==> src/rtl/nread_target_pkg.sv <==
`default_nettype none
// ============================================================================
// Module      : nread_target_pkg
// Description : Shared definitions for the SRIO NREAD/doorbell target and
//               initiator engines. Contains the FSM state encoding, HELLO
//               ftype/ttype codes, header field positions and helpers.
// Revision    : 1.0 - initial release
// ============================================================================
package nread_target_pkg;

    // FSM states of the target responder
    typedef enum logic [2:0] {
        ST_IDLE    = 3'd0,
        ST_DRAIN   = 3'd1,
        ST_AR      = 3'd2,
        ST_HDR     = 3'd3,
        ST_DATA    = 3'd4,
        ST_DB_RESP = 3'd5
    } state_t;

    // Combined ftype/ttype byte values of the HELLO header
    localparam logic [7:0] FTYPE_NREAD       = 8'h24;
    localparam logic [7:0] FTYPE_DOORB       = 8'hA0;
    localparam logic [7:0] FTYPE_RESP_DATA   = 8'hD8;
    localparam logic [7:0] FTYPE_RESP_NODATA = 8'hD0;

    // HELLO header field positions (LSB of each field)
    localparam int HDR_TID_LSB    = 56;
    localparam int HDR_FTYPE_LSB  = 48;
    localparam int HDR_PRIO_LSB   = 45;
    localparam int HDR_CRF_BIT    = 44;
    localparam int HDR_SIZE_LSB   = 36;
    localparam int HDR_ADDR_LSB   = 0;
    localparam int HDR_DBINFO_LSB = 16;

    // Reverse byte order of a 64-bit word (byte 0 <-> byte 7)
    function automatic logic [63:0] bswap64(input logic [63:0] d);
        logic [63:0] r;
        for (int i = 0; i < 8; i++) begin
            r[8*i +: 8] = d[8*(7-i) +: 8];
        end
        return r;
    endfunction

    // Response priority is one above the request, saturating at 3
    function automatic logic [1:0] prio_bump(input logic [1:0] p);
        return (p == 2'b11) ? p : p + 2'b01;
    endfunction

    // Response header: {TID, ftype, rsvd, prio, CRF, zeros}
    function automatic logic [63:0] resp_hdr(input logic [7:0] tid,
                                             input logic [7:0] ftype,
                                             input logic [1:0] prio,
                                             input logic       crf);
        return {tid, ftype, 1'b0, prio, crf, 44'd0};
    endfunction

    // Beats of the next AXI burst: remaining beats clipped to the cap
    function automatic logic [5:0] burst_beats(input logic [5:0] remaining,
                                               input logic [5:0] cap);
        return (remaining > cap) ? cap : remaining;
    endfunction

endpackage : nread_target_pkg
`default_nettype wire

==> src/rtl/nread_target.sv <==
`default_nettype none
// ============================================================================
// Module      : nread_target
// Description : SRIO target-side NREAD and doorbell responder. Accepts HELLO
//               requests on s_axis_treq, reads local memory over AXI4 and
//               returns byte-swapped response-with-data packets on
//               m_axis_tresp. Doorbells are answered with a no-data response.
// Revision    : 1.0 - initial release
//
// Configuration macro:
//   NREAD_TARGET_DB_EN  - when defined, ftype 8'hA0 is handled as a doorbell;
//                         otherwise it is counted in unsup_cnt and dropped.
//
// Ports:
//   aclk, aresetn         clock, asynchronous active-low reset
//   addr_offset           added to request address, sampled at header accept
//   s_axis_treq_*         HELLO request stream (tkeep ignored)
//   m_axis_tresp_*        response stream (header then data)
//   m_axi_ar*/r*          AXI4 read channels to local memory
//   rd_err                sticky flag, any non-OKAY read response
//   unsup_cnt             count of dropped requests (wraps)
//   db_valid, db_info     doorbell pulse and held info
// ============================================================================
module nread_target
    import nread_target_pkg::*;
#(
    parameter int MAX_BURST = 16
) (
    input  logic        aclk,
    input  logic        aresetn,
    input  logic [31:0] addr_offset,

    input  logic        s_axis_treq_tvalid,
    output logic        s_axis_treq_tready,
    input  logic        s_axis_treq_tlast,
    input  logic [63:0] s_axis_treq_tdata,
    input  logic [7:0]  s_axis_treq_tkeep,

    output logic        m_axis_tresp_tvalid,
    input  logic        m_axis_tresp_tready,
    output logic        m_axis_tresp_tlast,
    output logic [63:0] m_axis_tresp_tdata,
    output logic [7:0]  m_axis_tresp_tkeep,

    output logic [31:0] m_axi_araddr,
    output logic [7:0]  m_axi_arlen,
    output logic [2:0]  m_axi_arsize,
    output logic [1:0]  m_axi_arburst,
    output logic        m_axi_arvalid,
    input  logic        m_axi_arready,
    input  logic [63:0] m_axi_rdata,
    input  logic [1:0]  m_axi_rresp,
    input  logic        m_axi_rlast,
    input  logic        m_axi_rvalid,
    output logic        m_axi_rready,

    output logic        rd_err,
    output logic [7:0]  unsup_cnt,
    output logic        db_valid,
    output logic [15:0] db_info
);

    localparam logic [5:0] C_MAX_BURST = 6'(MAX_BURST);

    state_t      state_q, state_d;
    logic [7:0]  tid_q, tid_d;
    logic [1:0]  prio_q, prio_d;          // already bumped for the response
    logic        crf_q, crf_d;
    logic [31:0] araddr_q, araddr_d;
    logic [7:0]  arlen_q, arlen_d;
    logic [5:0]  remaining_q, remaining_d; // beats not yet requested on AR
    logic        first_q, first_d;         // next AR is the first burst
    logic        rd_err_q, rd_err_d;
    logic [7:0]  unsup_cnt_q, unsup_cnt_d;

    // Header field decode
    logic [7:0]  w_hdr_tid;
    logic [7:0]  w_hdr_ftype;
    logic [1:0]  w_hdr_prio;
    logic        w_hdr_crf;
    logic [7:0]  w_hdr_size;
    logic [31:0] w_hdr_addr;
    logic [5:0]  w_hdr_beats;
    logic        w_is_nread;
    logic [5:0]  w_ar_beats;
    logic [5:0]  w_rem_after;
    logic        unused_inputs;

    assign w_hdr_tid   = s_axis_treq_tdata[HDR_TID_LSB   +: 8];
    assign w_hdr_ftype = s_axis_treq_tdata[HDR_FTYPE_LSB +: 8];
    assign w_hdr_prio  = s_axis_treq_tdata[HDR_PRIO_LSB  +: 2];
    assign w_hdr_crf   = s_axis_treq_tdata[HDR_CRF_BIT];
    assign w_hdr_size  = s_axis_treq_tdata[HDR_SIZE_LSB  +: 8];
    assign w_hdr_addr  = s_axis_treq_tdata[HDR_ADDR_LSB  +: 32];
    assign w_hdr_beats = {1'b0, w_hdr_size[7:3]} + 6'd1;

    // Only whole 8-byte multiples in a single-beat request are served
    assign w_is_nread  = s_axis_treq_tlast && (w_hdr_ftype == FTYPE_NREAD) &&
                         (w_hdr_size[2:0] == 3'b111);

    assign w_ar_beats  = arlen_q[5:0] + 6'd1;
    assign w_rem_after = remaining_q - w_ar_beats;

    assign unused_inputs = ^{s_axis_treq_tkeep, s_axis_treq_tdata[47],
                             s_axis_treq_tdata[35:32]};

    assign m_axi_araddr       = araddr_q;
    assign m_axi_arlen        = arlen_q;
    assign m_axi_arsize       = 3'b011;
    assign m_axi_arburst      = 2'b01;
    assign m_axis_tresp_tkeep = 8'hFF;
    assign rd_err             = rd_err_q;
    assign unsup_cnt          = unsup_cnt_q;

`ifdef NREAD_TARGET_DB_EN
    logic        db_valid_q, db_valid_d;
    logic [15:0] db_info_q, db_info_d;
    logic        w_is_doorb;

    assign w_is_doorb = s_axis_treq_tlast && (w_hdr_ftype == FTYPE_DOORB);
    assign db_valid   = db_valid_q;
    assign db_info    = db_info_q;
`else
    assign db_valid   = 1'b0;
    assign db_info    = 16'd0;
`endif

    always_comb begin
        state_d     = state_q;
        tid_d       = tid_q;
        prio_d      = prio_q;
        crf_d       = crf_q;
        araddr_d    = araddr_q;
        arlen_d     = arlen_q;
        remaining_d = remaining_q;
        first_d     = first_q;
        rd_err_d    = rd_err_q;
        unsup_cnt_d = unsup_cnt_q;
`ifdef NREAD_TARGET_DB_EN
        db_valid_d  = 1'b0;
        db_info_d   = db_info_q;
`endif
        s_axis_treq_tready  = 1'b0;
        m_axi_arvalid       = 1'b0;
        m_axi_rready        = 1'b0;
        m_axis_tresp_tvalid = 1'b0;
        m_axis_tresp_tlast  = 1'b0;
        m_axis_tresp_tdata  = 64'd0;

        case (state_q)
            ST_IDLE: begin
                s_axis_treq_tready = 1'b1;
                if (s_axis_treq_tvalid) begin
                    tid_d  = w_hdr_tid;
                    prio_d = prio_bump(w_hdr_prio);
                    crf_d  = w_hdr_crf;
                    if (w_is_nread) begin
                        araddr_d    = addr_offset + w_hdr_addr;
                        remaining_d = w_hdr_beats;
                        arlen_d     = {2'b00, burst_beats(w_hdr_beats, C_MAX_BURST) - 6'd1};
                        first_d     = 1'b1;
                        state_d     = ST_AR;
                    end
`ifdef NREAD_TARGET_DB_EN
                    else if (w_is_doorb) begin
                        db_valid_d = 1'b1;
                        db_info_d  = s_axis_treq_tdata[HDR_DBINFO_LSB +: 16];
                        state_d    = ST_DB_RESP;
                    end
`endif
                    else begin
                        unsup_cnt_d = unsup_cnt_q + 8'd1;
                        if (!s_axis_treq_tlast) begin
                            state_d = ST_DRAIN;
                        end
                    end
                end
            end

            ST_DRAIN: begin
                s_axis_treq_tready = 1'b1;
                if (s_axis_treq_tvalid && s_axis_treq_tlast) begin
                    state_d = ST_IDLE;
                end
            end

            ST_AR: begin
                m_axi_arvalid = 1'b1;
                if (m_axi_arready) begin
                    araddr_d    = araddr_q + {23'd0, w_ar_beats, 3'd0};
                    remaining_d = w_rem_after;
                    // Length of the following burst; untouched when none is left
                    if (w_rem_after != 6'd0) begin
                        arlen_d = {2'b00, burst_beats(w_rem_after, C_MAX_BURST) - 6'd1};
                    end
                    first_d = 1'b0;
                    state_d = first_q ? ST_HDR : ST_DATA;
                end
            end

            ST_HDR: begin
                m_axis_tresp_tvalid = 1'b1;
                m_axis_tresp_tdata  = resp_hdr(tid_q, FTYPE_RESP_DATA, prio_q, crf_q);
                if (m_axis_tresp_tready) begin
                    state_d = ST_DATA;
                end
            end

            ST_DATA: begin
                // Zero-latency pass-through; R is only consumed when tresp is
                m_axis_tresp_tvalid = m_axi_rvalid;
                m_axi_rready        = m_axis_tresp_tready;
                m_axis_tresp_tdata  = bswap64(m_axi_rdata);
                m_axis_tresp_tlast  = m_axi_rlast && (remaining_q == 6'd0);
                if (m_axi_rvalid && m_axis_tresp_tready) begin
                    if (m_axi_rresp != 2'b00) begin
                        rd_err_d = 1'b1;
                    end
                    if (m_axi_rlast) begin
                        state_d = (remaining_q != 6'd0) ? ST_AR : ST_IDLE;
                    end
                end
            end

`ifdef NREAD_TARGET_DB_EN
            ST_DB_RESP: begin
                m_axis_tresp_tvalid = 1'b1;
                m_axis_tresp_tlast  = 1'b1;
                m_axis_tresp_tdata  = resp_hdr(tid_q, FTYPE_RESP_NODATA, prio_q, crf_q);
                if (m_axis_tresp_tready) begin
                    state_d = ST_IDLE;
                end
            end
`endif

            default: begin
                state_d = ST_IDLE;
            end
        endcase
    end

    always_ff @(posedge aclk or negedge aresetn) begin
        if (!aresetn) begin
            state_q     <= ST_IDLE;
            tid_q       <= 8'd0;
            prio_q      <= 2'd0;
            crf_q       <= 1'b0;
            araddr_q    <= 32'd0;
            arlen_q     <= 8'd0;
            remaining_q <= 6'd0;
            first_q     <= 1'b0;
            rd_err_q    <= 1'b0;
            unsup_cnt_q <= 8'd0;
`ifdef NREAD_TARGET_DB_EN
            db_valid_q  <= 1'b0;
            db_info_q   <= 16'd0;
`endif
        end else begin
            state_q     <= state_d;
            tid_q       <= tid_d;
            prio_q      <= prio_d;
            crf_q       <= crf_d;
            araddr_q    <= araddr_d;
            arlen_q     <= arlen_d;
            remaining_q <= remaining_d;
            first_q     <= first_d;
            rd_err_q    <= rd_err_d;
            unsup_cnt_q <= unsup_cnt_d;
`ifdef NREAD_TARGET_DB_EN
            db_valid_q  <= db_valid_d;
            db_info_q   <= db_info_d;
`endif
        end
    end

endmodule : nread_target
`default_nettype wire
==> config.mk <==
export PLATFORM = sky130hd
export DESIGN_NAME = nread_target
export DESIGN_NICKNAME = d
export VERILOG_FILES = /design/src/rtl/nread_target_pkg.sv /design/src/rtl/nread_target.sv
export SDC_FILE = /design/constraint.sdc
export NUM_CORES = 1
export LEC_CHECK = 0
export CORE_MARGIN = 5
export CORE_UTILIZATION = 38
export CTS_BUF_LIST = sky130_fd_sc_hd__clkbuf_16
export CTS_CLUSTER_DIAMETER = 30
export DETAILED_ROUTE_END_ITERATION = 10
export GPL_TIMING_DRIVEN = 0
export PLACE_DENSITY_LB_ADDON = 0.2
export SYNTH_ARGS = -nofsm -noshare
export SYNTH_HDL_FRONTEND = slang
export SYNTH_SLANG_ARGS = --single-unit
==> constraint.sdc <==
create_clock -name aclk -period 3.16 [get_ports aclk]
set_clock_uncertainty 0.15 [all_clocks]
set_input_delay 0.316 -clock aclk [delete_from_list [all_inputs] [get_ports aclk]]
set_output_delay 0.316 -clock aclk [all_outputs]
set_load 0.01 [all_outputs]
# Word-level counts from Yosys, hierarchy flattened
# Index checks and enable logic that the tools add are counted.
[word_totals]
reg_bits = 70
inputBits = 178
output_inout_bits = 148
wordCells = 93
[op_classes]
addsub = 9
magnitude_cmp = 2
n_eq_ne = 16
muxes = 37
n_bitwise = 1
n_reduce_logical = 18
[ops]
columns = ["cell", "n"]
rows = [
  ["$pmux W64 S2", 1],
  ["$mux W32", 3],
  ["$pmux W32 S2", 1],
  ["$add A32 B32 Y32", 1],
  ["$add A32 B9 Y32", 1],
  ["$mux W8", 4],
  ["$mux W6", 5],
  ["$mux W3", 9],
  ["$ne A2 B2 Y1 const B", 8],
  ["$pmux W8 S2", 1],
  ["$pmux W3 S5", 1],
  ["$gt A6 B5 Y1 const B", 2],
  ["$pmux W6 S2", 1],
  ["$reduce_bool A6 Y1", 2],
  ["$sub A6 B1 Y6 const B", 2],
  ["$add A8 B1 Y8 const B", 1],
  ["$eq A8 B6 Y1 const B", 1],
  ["$mux W1", 7],
  ["$reduce_and A7 Y1", 1],
  ["$add A5 B1 Y6 const B", 1],
  ["$add A6 B1 Y6 const B", 1],
  ["$eq A3 B2 Y1 const B", 2],
  ["$eq A3 B3 Y1 const B", 2],
  ["$logic_not A6 Y1", 1],
  ["other kinds (16)", 24],
]

# Depth between registers and ports, before layout
# Gate-level depths: netlist of the first run.
[logic_depth]
word_depth = 8
depth_mapped = 14
mapped_depth_nobuf = 14

# Worst setup path after synthesis of the first run
# No wires, ideal clock.
[synth_timing]
path_kind = "register -> register"
from = "reg arlen_q[0], in the netlist m_axi_arlen[0]"
to = "reg arlen_q[4], in the netlist m_axi_arlen[4]"
setup_time_ns = 0.076
arrival_time_ns = 2.849
t_required_ns = 2.934
setup_slack_ns = 0.085
path_stages_with_launch = 14
synth_period_minus_slack_ns = 3.075
cell_sequence = "dfrtp_1 ha_1 inv_1 ha_1 a21o_1 a21o_1 a31oi_1 xnor2_2 a211oi_1 a22oi_1 ha_1 a311oi_1 a41oi_1 o21ai_1"
[synth_between]
elab_chain_cells = 8
[synth_rtl]
columns = ["item", "line_no", "text"]
rows = [
  ["start, declared", "nread_target.sv:70", "logic [7:0] arlen_q, arlen_d;"],
  ["start signal, assigned", "nread_target.sv:264", "arlen_q <= arlen_d;"],
  ["$add A6 B1 Y6 (*)", "nread_target.sv:101", "assign w_ar_beats = arlen_q[5:0] + 6'd1;"],
  ["$sub A6 B6 Y6 (*)", "nread_target.sv:102", "assign w_rem_after = remaining_q - w_ar_beats;"],
  ["$gt A6 B5 Y1", "nread_target_pkg.sv:61", "return (remaining > cap) ? cap : remaining;"],
  ["$mux W6", "nread_target_pkg.sv:61", ""],
  ["$sub A6 B1 Y6", "nread_target.sv:194", "arlen_d = {2'b00, burst_beats(w_rem_after, C_MAX_BURST) - 6'd1};"],
  ["$mux W8", "nread_target.sv:193", "if (w_rem_after != 6'd0) begin"],
  ["$mux W8", "nread_target.sv:189", "if (m_axi_arready) begin"],
  ["$pmux W8 S2", "nread_target.sv:150", "case (state_q)"],
]
# Every way passes the cells marked *; elsewhere a longest branch is shown, timed or not. The select of a mux whose other input is x is not followed.
# A chain may end at the register's enable or synchronous reset.

# Final worst setup path of the first run
# Ends and elaborated chain as after synthesis.

==> results of run 1 <==
==> report_power, final <==
part,internal [uW],leakage (uW),switching [uW],total (uW)
Combinational,1660,0.00336,1490,3150
Sequential,1220,0.000860,385,1610
Clock,681,0.000155,387,1070
==> critical path: stages (launching register included) <==
cell      delay [ns]
dfrtp_2         0.44
ha_4            0.30
inv_2           0.05
ha_1            0.27
a21o_1          0.18
a21o_1          0.24
xnor2_2         0.20
nand2b_1        0.11
a211oi_2        0.31
a22oi_1         0.15
ha_2            0.23
a311oi_2        0.21
a41oi_1         0.09
o21ai_1         0.13
==> Yosys cell counts, drive strengths merged, types with 18 or more instances <==
cell    number
buf         44
nor2        56
inv         28
xnor2       33
nand3       28
a21oi       84
clkbuf      21
dfrtp       68
o21ai       56
a21o        18
ha          46
nand2       68
and2        56
==> sequential cells by signal (all words and copies together), names as in the netlist <==
register      flops
remaining_q       6
unsup_cnt         8
m_axi_araddr     32
m_axi_arlen       6
prio_q            2
crf_q             1
rd_err            1
tid_q             8
state_q           3
first_q           1
==> final timing paths <==
check / cells after the start / slack [ns] / to
worst min register to register: 1 / 0.32 / unsup_cnt[7]
worst max-delay path: 13 / 0.02 / m_axi_arlen[4]
max in group asynchronous: 3 / 2.18 / rd_err
min in group asynchronous: 3 / 0.38 / m_axi_araddr[1]
worst min-delay path: 4 / 0.19 / m_axi_araddr[0]
worst max register to register: 13 / 0.02 / m_axi_arlen[4]
==> layout make-up <==
| class | instances | share of cell area [%] |
|---|---|---|
| Buffer | 65 | 3.96 |
| Clock buffer | 9 | 2.17 |
| Clock inverter | 7 | 0.807 |
| Inverter | 28 | 1.01 |
| Multi-Input combinational cell | 668 | 44.8 |
| Sequential cell | 68 | 16.4 |
| Tap cell | 225 | 2.71 |
| Timing Repair Buffer | 293 | 28.1 |
==> what timing repair did <==
action | 4_1_cts | 5_1_grt
setup buffers | 2 | 10
gates resized for setup | 15 | 42
hold buffers | 1 | 0
pin swaps | 2 | 19
endpoints found under the setup margin | 46 | 51
hold endpoints to repair | 68 | 0
==> layer usage <==
metal  GRT usage, %  vias to the layer above  part of all wire [%]
li1               -                     3474                     -
met1           25.5                     3282                    37
met2           44.3                      278                    54
met3           4.27                       42                   6.5
met4           8.21                        0                   3.1
met5              0                        -                     0
==> cells by family after synthesis <==
family / after synthesis
mux: 18
other cells: 2
compound gates: 247
simple gates: 273
buf+inv: 93
flops: 68
fa+ha+maj: 49
xor+xnor: 49
==> cell usage in the layout (no fill, tap or decap), types with 5 or more instances in the layout <==
cell type,n
mux2i_1,6
nor3_1,7
o22ai_1,10
xnor2_2,5
conb_1,32
xnor2_1,28
nor2b_1,5
clkbuf_1,13
nand2_1,67
o21bai_1,9
o21a_1,6
o21ai_0,34
clkbuf_16,9
mux2_2,12
nand4_1,9
a22o_1,12
nand3_1,27
xor2_1,14
nand2b_1,10
ha_1,39
a21o_1,16
a211oi_1,6
clkdlybuf4s50_1,276
clkbuf_2,7
a31oi_1,6
and2_1,53
inv_1,27
dfrtp_1,65
a21oi_1,75
o31ai_1,5
buf_4,48
o21ai_1,21
nor2_1,55
a21oi_2,7
==> through the flow <==
| stage | instances | power, uW |
|---|---|---|
| finish | 1363 | 5820 |
| global route | 1363 | 6200 |
| CTS | 1353 | 5670 |
| detailed placement | 1334 | 4370 |
| global placement | 1333 | 4300 |
| floorplan | 829 | 3190 |
==> impl_metrics.py, run 1 <==
metrics = {
    "run_status": {
        "status": "finished, final reports clean",
    },
    "sta": {
        "max_slew_margin_pct": 41.0,
        "tns_ns": 0,
        "finalHoldViolCount": 0,
        "max_slew.worst_pin.slew_ns": 0.877,
        "rsz0062_at_grt": "true",
        "period_share_pct": 99.4,
        "max_clock_freq_ghz": 0.318,
        "finalSetupViolations": 0,
        "slew_viol_final": 0,
        "layout_min_cycle_time_ns": 3.14,
        "worst_slack_ns": 0.0202,
        "hold_slack_ns": 0.185,
    },
    "grt": {
        "grt_max_degree": 69,
        "grt_pass1_vias": 6602,
        "grt_pass1_wl_um": 36500,
        "grt_overflow": 0,
        "antenna_found_initial": 0,
        "grt_use_total_pct": 23.3,
    },
    "setup_path": {
        "worst-setup-path-type": "reg -> reg",
        "crit_fanout": 5,
        "crit_start": "m_axi_arlen[0]",
        "cp.required_ns": 3.28,
        "end_kind": "flip-flop",
        "crit_path_start_kind": "flip-flop",
        "arrival_ns": 3.26,
        "timing.rr.start": "m_axi_arlen[0]",
    },
    "synth": {
        "synth_fa_ha_area_share_pct": 9.73,
        "synth_top_family_by_area": "compound AO/OA/AOI/OAI gates",
        "yosysTopAreaCellShare_pct": 26.1,
        "synth-seq-cells": 68,
        "seq_area_frac_synth_pct": 26.1,
        "ys.warnings.count": 0,
        "synth_compound_area_share_pct": 24.8,
        "synth_async_sr_flop_share_pct": 100,
        "synth.area.mux_share_pct": 2.99,
        "synthesis.area_mm2": 0.00653,
        "avgSynthCellArea_um2": 8.17,
        "synth-edff-count": 0,
        "netlist.top_cell.by_area": "dfrtp_1",
        "yosys.area_share.simple_pct": 21.9,
        "synth_area_leaders": "dfrtp_1 (26%), ha_1 (8.8%), a21oi_1 (6.1%)",
        "synth_xor_area_share_pct": 6.69,
        "synth_cell_types": 83,
        "synthFlopType": "dfrtp_1",
        "syn_inst": 799,
    },
    "detailed_routing": {
        "finalWirelength_um": 24900,
        "vias": 7076,
        "route.detailed.drc": 0,
        "vias_per_cell": 5.19,
        "dr.pass1.iters": 5,
        "ant_nets": 0,
        "drt_iter0_drc": 513,
        "wire_per_inst_um": 18.2,
    },
    "floorplan": {
        "die_h_um": 141,
        "core_mm2": 0.0171,
        "io_pins": 326,
        "die_w_um": 141,
        "start_util_pct": 38.3,
        "die_area_mm2": 0.0199,
        "num_rows": 48,
    },
    "clock_tree": {
        "clock_latency_ns": 0.34,
        "htree_num_levels": 3,
        "clockBufferDepth": 2,
        "cts_buffers": 9,
        "cts-root-buf": "clkbuf_16",
        "cts_tree": "yes",
        "clkSinkCount": 68,
        "clk_pin_slew_ns": 0.05,
    },
    "finish": {
        "final_util_pct": 60.9,
        "seq_area_mm2": 0.00171,
        "final_area_mm2": 0.0104,
        "fill_cells": 1550,
        "nets": 1360,
        "antenna_cells": 0,
        "drive_gt1_share_pct": 13.3,
        "syn2layout_area_growth_pct": 59.1,
        "multi_input_area_mm2": 0.00465,
    },
    "place": {
        "post_dp_cell_area_mm2": 0.00974,
        "place_ws_ns": -0.361,
        "post-dp-hpwl_um": 20000,
        "portBuffers": 279,
        "place.gp.congestion": 0.940,
    },
    "pwr": {
        "p_per_area_mw_per_mm2": 561,
        "peakVddDrop_mv": 0.314,
        "power_leakage_uw": 0.00437,
    },
    "flow_run": {
        "max_cap_violations": 0,
    },
    "min_path": {
        "hp-class": "in -> reg",
        "hold_start": "addr_offset[0]",
    },
}
Power figures use the tool's default switching activity.
==> run 2, diff against run 1 <==
- HOLD_SLACK_MARGIN: unset -> 0.05
==> results of run 2 <==
Final layout, timing and power as in run 1 (identical DEF).
==> run 3, diff against run 2 <==
- CORE_MARGIN: 5 -> unset
==> impl_metrics.py, run 3 (synthesis gave the netlist of run 1 again) <==
metrics = {
    "setup_path": {
        "end_kind": "flip-flop",
        "worst-setup-path-type": "reg -> reg",
        "cp.required_ns": 3.27,
        "arrival_ns": 3.25,
        "ff2ff_path_depth": 13,
        "crit_fanout": 5,
        "crit_path_start_kind": "flip-flop",
    },
    "sta": {
        "max_slew_margin_pct": 34.8,
        "rsz0062_at_grt": "true",
        "finalSetupViolations": 0,
        "tns_ns": 0,
        "max_slew.worst_pin.slew_ns": 0.969,
        "max_clock_freq_ghz": 0.319,
        "slew_viol_final": 0,
        "layout_min_cycle_time_ns": 3.13,
        "finalHoldViolCount": 0,
        "worst_slack_ns": 0.0285,
        "period_share_pct": 99.1,
    },
    "pwr": {
        "p_per_area_mw_per_mm2": 545,
        "peakVddDrop_mv": 0.308,
        "report.power.total_uw": 5590,
        "power_leakage_uw": 0.00434,
    },
    "place": {
        "post-dp-hpwl_um": 18500,
        "portBuffers": 279,
        "post_dp_cell_area_mm2": 0.00974,
        "place_ws_ns": -0.302,
        "place.gp.congestion": 0.880,
        "place_inst": 1329,
    },
    "run_status": {
        "status": "finished, final reports clean",
    },
    "finish": {
        "fin_cells": 1352,
        "nets": 1354,
        "syn2layout_area_growth_pct": 57.0,
        "mostFrequentLayoutCells": "clkdlybuf4s50_1 (278), a21oi_1 (77), nand2_1 (67)",
        "final_common_cell": "clkdlybuf4s50_1",
        "final_area_mm2": 0.0103,
        "drive_gt1_share_pct": 12.0,
        "largest_reg_flops": 32,
        "antenna_cells": 0,
    },
    "grt": {
        "grt_overflow": 0,
        "grt_max_degree": 69,
        "grt_pass1_vias": 6551,
        "grt_pass1_wl_um": 35100,
        "antenna_found_initial": 0,
        "grt_use_total_pct": 25.5,
    },
    "clock_tree": {
        "clock_latency_ns": 0.33,
        "cts-root-buf": "clkbuf_16",
        "htree_num_levels": 3,
        "clockBufferDepth": 2,
        "cts_buffers": 9,
        "clkSinkCount": 68,
        "cts_tree": "yes",
        "clk_pin_slew_ns": 0.06,
    },
    "floorplan": {
        "die_area_mm2": 0.0177,
        "die_w_um": 133,
        "die_h_um": 133,
        "start_util_pct": 39.1,
        "io_pins": 326,
        "num_rows": 47,
        "core_mm2": 0.0167,
    },
    "flow_run": {
        "max_cap_violations": 0,
    },
    "detailed_routing": {
        "ant_nets": 0,
        "vias": 6908,
        "wire_per_inst_um": 16.9,
        "route.detailed.drc": 0,
        "dr.pass1.iters": 5,
        "finalWirelength_um": 22800,
        "vias_per_cell": 5.11,
        "drt_iter0_drc": 371,
    },
    "min_path": {
        "holdPathStages": 2,
        "hp-class": "reg -> reg",
    },
}
==> run 3: cell type report <==
class | instances | area, um^2
multi-input combinational | 668 | 4630
fill | 1521 | 6450
clock buffer | 9 | 225
clock inverter | 7 | 28.8
inverter | 28 | 105
tap | 220 | 275
buffer | 65 | 412
sequential | 68 | 1700
timing repair buffer | 287 | 2870
==> run 3: timing repair <==
| item | in CTS | in global routing |
|---|---|---|
| hold buffers | 1 | 0 |
| hold endpoints to repair | 68 | 0 |
| gates resized for setup | 14 | 32 |
| setup buffers | 2 | 4 |
| pin swaps | 3 | 6 |
| endpoints found under the setup margin | 49 | 54 |
==> run 3: power by group <==
group          internal [uW]  switching [uW]
clock                    514             376
combinational           1650            1440
sequential              1220             392
total                   3390            2210
==> run 3: worst max-delay path, cell delays in order (launching register included) <==
cell	delay, ns
dfrtp_2	0.44
ha_4	0.30
inv_1	0.07
ha_1	0.27
a21o_1	0.18
a21o_1	0.22
xnor2_2	0.22
nand2b_1	0.11
a211oi_2	0.32
a22oi_2	0.13
ha_2	0.22
a311oi_2	0.20
a41oi_1	0.08
o21ai_1	0.13
==> run 3: stage by stage <==
stage               util, %  hold WS (ns)
finish                 61.4         0.348
global route           61.4         0.359
CTS                    60.4         0.349
detailed placement     58.3         0.213
global placement       58.1         0.311
floorplan                 -        -0.130
==> run 3: final timing paths <==
| path | slack (ns) | to | startpoint |
|---|---|---|---|
| setup / recovery | 0.03 | m_axi_arlen[4] | m_axi_arlen[0] |
| hold / removal | 0.35 | m_axi_araddr[2] | m_axi_araddr[2] |
| setup reg to reg | 0.03 | m_axi_arlen[4] | m_axi_arlen[0] |
| hold reg to reg | 0.35 | m_axi_araddr[2] | m_axi_araddr[2] |
| max in group asynchronous | 2.17 | tid_q[2] | aresetn |
| min in group asynchronous | 0.40 | m_axi_araddr[2] | aresetn |
==> run 3: per-layer routing <==
| metal | up-vias | share of wire (%) | track usage (%) | wire [um] |
|---|---|---|---|---|
| li1 | 3465 | - | - | - |
| met1 | 3182 | 38 | 28.0 | 8760 |
| met2 | 235 | 53 | 49.0 | 12200 |
| met3 | 26 | 6.5 | 5.78 | 1480 |
| met4 | 0 | 1.9 | 6.25 | 427 |
| met5 | - | 0 | 0 | 0 |
